<file path="src/rtl/regfile_mp.sv">
// Multi-port register file with combinational reads, optional zero register and write bypass,
// a per-register busy scoreboard and a sticky write-collision flag.
module regfile_mp #(
    parameter int DATA_WIDTH = 32,
    parameter int NUM_REGS   = 32,
    parameter int NUM_RD     = 2,
    parameter int NUM_WR     = 2,
    parameter int ZERO_REG   = 1,
    parameter int BYPASS     = 1,
    localparam int AW        = $clog2(NUM_REGS)
) (
    input  logic                         clk,
    input  logic                         rst_n,
    input  logic [NUM_WR-1:0]            we,
    input  logic [NUM_WR*AW-1:0]         wa,
    input  logic [NUM_WR*DATA_WIDTH-1:0] wd,
    input  logic [NUM_RD*AW-1:0]         ra,
    output logic [NUM_RD*DATA_WIDTH-1:0] q,
    output logic [NUM_RD-1:0]            rbusy,
    input  logic                         rsv_en,
    input  logic [AW-1:0]                rsv_addr,
    input  logic                         err_clr,
    output logic                         wr_collision
);

    logic [DATA_WIDTH-1:0] regs [NUM_REGS];
    logic [NUM_REGS-1:0]   busy;

    logic [AW-1:0]         wa_arr [NUM_WR];
    logic [DATA_WIDTH-1:0] wd_arr [NUM_WR];
    logic [AW-1:0]         ra_arr [NUM_RD];
    logic [NUM_WR-1:0]     wvalid;
    logic                  rsv_valid;
    logic                  collision;

    genvar gi;
    generate
        for (gi = 0; gi < NUM_WR; gi++) begin : g_wr_unpack
            assign wa_arr[gi] = wa[gi*AW +: AW];
            assign wd_arr[gi] = wd[gi*DATA_WIDTH +: DATA_WIDTH];
        end
        for (gi = 0; gi < NUM_RD; gi++) begin : g_rd_unpack
            assign ra_arr[gi] = ra[gi*AW +: AW];
        end
    endgenerate

    // With a zero register, writes to address 0 are discarded before anything else sees them.
    always_comb begin
        wvalid = '0;
        for (int i = 0; i < NUM_WR; i++) begin
            wvalid[i] = we[i] && ((ZERO_REG == 0) || (wa_arr[i] != '0));
        end
        rsv_valid = rsv_en && ((ZERO_REG == 0) || (rsv_addr != '0));
    end

    always_comb begin
        collision = 1'b0;
        for (int i = 0; i < NUM_WR; i++) begin
            for (int k = i + 1; k < NUM_WR; k++) begin
                if (wvalid[i] && wvalid[k] && (wa_arr[i] == wa_arr[k])) begin
                    collision = 1'b1;
                end
            end
        end
    end

    // Ascending port order: the highest-index write to an address is the one that lands.
    always_ff @(posedge clk or negedge rst_n) begin
        if (!rst_n) begin
            for (int r = 0; r < NUM_REGS; r++) begin
                regs[r] <= '0;
            end
        end else begin
            for (int i = 0; i < NUM_WR; i++) begin
                if (wvalid[i]) begin
                    regs[wa_arr[i]] <= wd_arr[i];
                end
            end
        end
    end

    // Reserve is applied after release so a same-cycle reserve wins (it is the newer producer).
    always_ff @(posedge clk or negedge rst_n) begin
        if (!rst_n) begin
            busy <= '0;
        end else begin
            for (int i = 0; i < NUM_WR; i++) begin
                if (wvalid[i]) begin
                    busy[wa_arr[i]] <= 1'b0;
                end
            end
            if (rsv_valid) begin
                busy[rsv_addr] <= 1'b1;
            end
        end
    end

    always_ff @(posedge clk or negedge rst_n) begin
        if (!rst_n) begin
            wr_collision <= 1'b0;
        end else if (collision) begin
            wr_collision <= 1'b1;
        end else if (err_clr) begin
            wr_collision <= 1'b0;
        end
    end

    always_comb begin
        q     = '0;
        rbusy = '0;
        for (int j = 0; j < NUM_RD; j++) begin
            logic [DATA_WIDTH-1:0] data;
            logic                  bsy;
            data = regs[ra_arr[j]];
            bsy  = busy[ra_arr[j]];
            if (BYPASS != 0) begin
                for (int i = 0; i < NUM_WR; i++) begin
                    if (wvalid[i] && (wa_arr[i] == ra_arr[j])) begin
                        data = wd_arr[i];
                        bsy  = 1'b0;
                    end
                end
            end
            if ((ZERO_REG != 0) && (ra_arr[j] == '0)) begin
                data = '0;
                bsy  = 1'b0;
            end
            if (!rst_n) begin
                data = '0;
                bsy  = 1'b0;
            end
            q[j*DATA_WIDTH +: DATA_WIDTH] = data;
            rbusy[j]                      = bsy;
        end
    end

endmodule

</file>
<file path="config.mk">
export PLATFORM = sky130hd
export DESIGN_NAME = regfile_mp
export DESIGN_NICKNAME = d
export VERILOG_FILES = /design/src/rtl/regfile_mp.sv
export SDC_FILE = /design/constraint.sdc
export NUM_CORES = 2
export LEC_CHECK = 0
export ABC_CLOCK_PERIOD_IN_PS = 5100
export CORE_MARGIN = 4
export CORE_UTILIZATION = 28
export DETAILED_ROUTE_END_ITERATION = 12
export GPL_TIMING_DRIVEN = 0
export PLACE_DENSITY = 0.42
export SYNTH_ARGS = -nofsm -noshare
export SYNTH_HDL_FRONTEND = slang
export SYNTH_SLANG_ARGS = --single-unit
export TNS_END_PERCENT = 100
</file>
<file path="constraint.sdc">
create_clock -name clk -period 5.1 [get_ports clk]
set_clock_uncertainty 0.1 [all_clocks]
set_input_delay 1.53 -clock clk [delete_from_list [all_inputs] [get_ports clk]]
set_output_delay 1.53 -clock clk [all_outputs]
set_load 0.02 [all_outputs]
</file>
==> metrics.csv <==
stage;metric;value;unit
critical_path;cp-end-kind;output port;
sta;holdWs;0.380;ns
floorplan;rows;179;
pwr;vdd_drop_max;0.000366;V
critical_path;path_cells;buf_12 -> buf_12 -> buf_16 -> nand4_1 -> buf_12 -> buf_12 -> buf_12 -> o22ai_1 -> nor4_2 -> nand4_1 -> a22o_1 -> buf_4;
route;ant_nets;0;
synthesis;ys.warnings.count;0;
synthesis;synth_edf_count;0;
sta;hold_viol_final;0;
synthesis;synth_top_flop_cell;dfrtp_1;
critical_path;slowest_delay;0.41;ns
global_route;grt_pass1_vias;63698;
global_route;grt_pass1_wl;652000;µm
floorplan;die_area;248000;µm²
sta;rsz0062_at_grt;true;
synthesis;synth_seq_area_share;39.3;%
sta;timing.slew.headroom;-18.9;%
clock_network;cts_tree;done;
clock_network;hold_buffers;0;
route;top_layer;met5;
outcome;failed_checks;capacitance limit, slew limit, setup timing;
route;vias_per_cell;6.45;
route;drc;0;
cells_and_area;drive_above_1_share;21.9;%
global_route;grt_max_degree;158;
synthesis;yosys-top-cells-area;dfrtp_1 (39%), mux2i_1 (23%), mux4_2 (7.3%);
synthesis;synth_cell_type_count;66;
route;met2_length;209000;µm
route;met3_wirelength;69000;µm
clock_network;numCtsBuffers;142;
min_path;hold_class;flop to flop;
synthesis;async_reset_ff_share;100;%
critical_path;criticalPathCategory;primary input to output port;
synthesis;synth_most_common_cell;mux2i_1;
sta;period_share;108;%
synthesis;yosys-top-cells-count;mux2i_1 (1543), dfrtp_1 (1057), nor2_1 (900), a21oi_1 (838), clkbuf_1 (496);
pwr;finalPower;32.5;mW
critical_path;crit_path_frequent_cell;buf_12;
synthesis;yosys.area.top_type;dfrtp_1;
clock_network;cts_buffer_depth;3;
global_route;groute.usage.overall;39.8;%
clock_network;worstSkewPairLatency;0.83;ns
place;dp_hpwl;354000;µm
clock_network;cts_root_buffer;clkbuf_16;
synthesis;netlist_area;67300;µm²
critical_path;arrival;3.86;ns
floorplan;fp.dieW;498;µm
clock_network;clkSlewWorstSetupHoldPaths;0.06;ns
sta;layout_setup_ws;-0.390;ns
clock_network;numClockSinks;1057;
global_route;gr-total-overflow;0;
pwr;p_per_area;368;nW/µm²
global_route;antenna_found_initial;55;
floorplan;start_util;28.2;%
route;drt-pass1-iter-count;8;
critical_path;critPathMaxFanout;8;
cells_and_area;fin_util;37.1;%
floorplan;io_pins;162;
clock_network;htree_levels;4;
place;port_buffers;109;
sta;fmax;182;MHz
sta;slew_viol_final;301;
synthesis;syn_nets;7008;
route;vias;69954;
outcome;status;finished with violations;
floorplan;die_height;498;µm
sta;min_period;5.49;ns
floorplan;design.core.area;239000;µm²
route;wl_met1;197000;µm
critical_path;cp_slowest_cell;nor4_2;
route;drt-initial-drc-count;11037;
synthesis;ys_seq_elements;1057;
critical_path;cp-start-kind;primary input;
route;drt_wl_total;525000;µm
synthesis;synth_top_area_share;39.3;%
flow_run;cap_violations;30;
cells_and_area;area_delta_synth_final;31.4;%
synthesis;syn_inst;6913;
place;globalplace.congestion;1.05;
cells_and_area;fin_nets;7629;
sta;tightest_slew;1.78;ns
critical_path;critical_path_required;3.47;ns
pwr;leakage;39.5;nW
sta;setup_viol;66;
route;routedWlPerCell;48.4;µm
synthesis;synth_area_per_cell;9.74;µm²
## layer usage
layer / GRT usage (%) / vias to the layer above
li1: - / 26326
met1: 49.1 / 35840
met2: 55.0 / 6007
met3: 16.0 / 1755
met4: 30.0 / 26
met5: 0.752 / -
## layout make-up
type                       instances  area, µm²
inverter                           2       7.51
antenna                           32       80.1
timing repair buffer             483       6680
tap                             3167       3960
buffer                           838       7290
sequential                      1057      26500
multi-input combinational       5010      39300
fill                           23776     150000
clock buffer                     205       4040
clock inverter                    49        652
## layout by cell type (no fill, tap or decap), types with 23 or more instances in the layout
cell type and n:
o21ai_2 36, mux2_2 30, buf_6 104, buf_16 82, nor2_1 888, nand2_1 358, buf_8 38, a21oi_1 836
nand4_1 36, nor2b_1 44, buf_1 51, clkinv_2 23, mux4_2 217, buf_4 210, mux2i_1 1487, o22ai_1 197
clkbuf_16 194, o21ai_0 247, a211oi_1 56, clkdlybuf4s50_1 30, buf_2 78, diode_2 32, clkbuf_8 45, o22ai_2 45
or4_4 31, clkbuf_2 47, mux2i_2 43, buf_12 191, clkbuf_1 439, o21ai_1 74, nor4b_4 29, dfrtp_1 1057
## stage by stage
step / instances / cell area [µm²] / setup slack (ns) / setup TNS (ns)
floorplan: 6913 / 67300 / 0.145 / 0
global placement: 10189 / 72400 / -53.07 / -
detailed placement: 10207 / 72900 / -3.05 / -284.10
CTS: 10624 / 83800 / -0.307 / -14.69
global route: 10816 / 88400 / -0.306 / -14.70
finish: 10843 / 88400 / -0.390 / -15.88
## flip-flops by register name (all words and copies together), names as in the netlist
register,cells
regs,1024
busy,32
wr_collision,1
## timing repair
item,in CTS,in global routing
pin swaps,111,142
cloned,17,33
endpoints found under the hold margin,0,0
buffers inserted,151,156
setup endpoints to repair,66,66
resized for setup,1344,459
## worst paths after layout
path | cells past startpoint | to | slack, ns | start
setup / recovery | 12 | q[51] | -0.39 | ra[5]
setup reg to reg | 4 | regs[893]$_DFF_PN0_ | 3.88 | regs[893]$_DFF_PN0_
hold / removal | 1 | regs[1020]$_DFF_PN0_ | 0.38 | regs[1020]$_DFF_PN0_
max in group asynchronous | 3 | regs[273]$_DFF_PN0_ | 2.54 | rst_n
min in group asynchronous | 1 | regs[160]$_DFF_PN0_ | 0.46 | rst_n
hold reg to reg | 1 | regs[1020]$_DFF_PN0_ | 0.38 | regs[1020]$_DFF_PN0_
## critical path: cells and delay by family
family                 cells  cell delay (ns)
buffers and inverters      7             1.11
and+or+nand+nor            3             0.73
AOI/OAI and AO/OA          2             0.43
## kinds of logic (layout without fill, tap and decap cells)
kind of cell	after synthesis	in the layout	synth area share (%)
other cells	0	32	0
xor+xnor	25	25	0.336
simple gates	1546	1546	10.2
buf+inv	846	1577	5.77
mux	1790	1790	30.7
flops	1057	1057	39.3
compound gates	1649	1649	13.6
## power breakdown
group	internal, mW	switching (mW)
Sequential	10.6	2.11
Combinational	4.39	4.92
Clock	5.79	4.73
No activity file was read; power rests on OpenSTA's default activity.
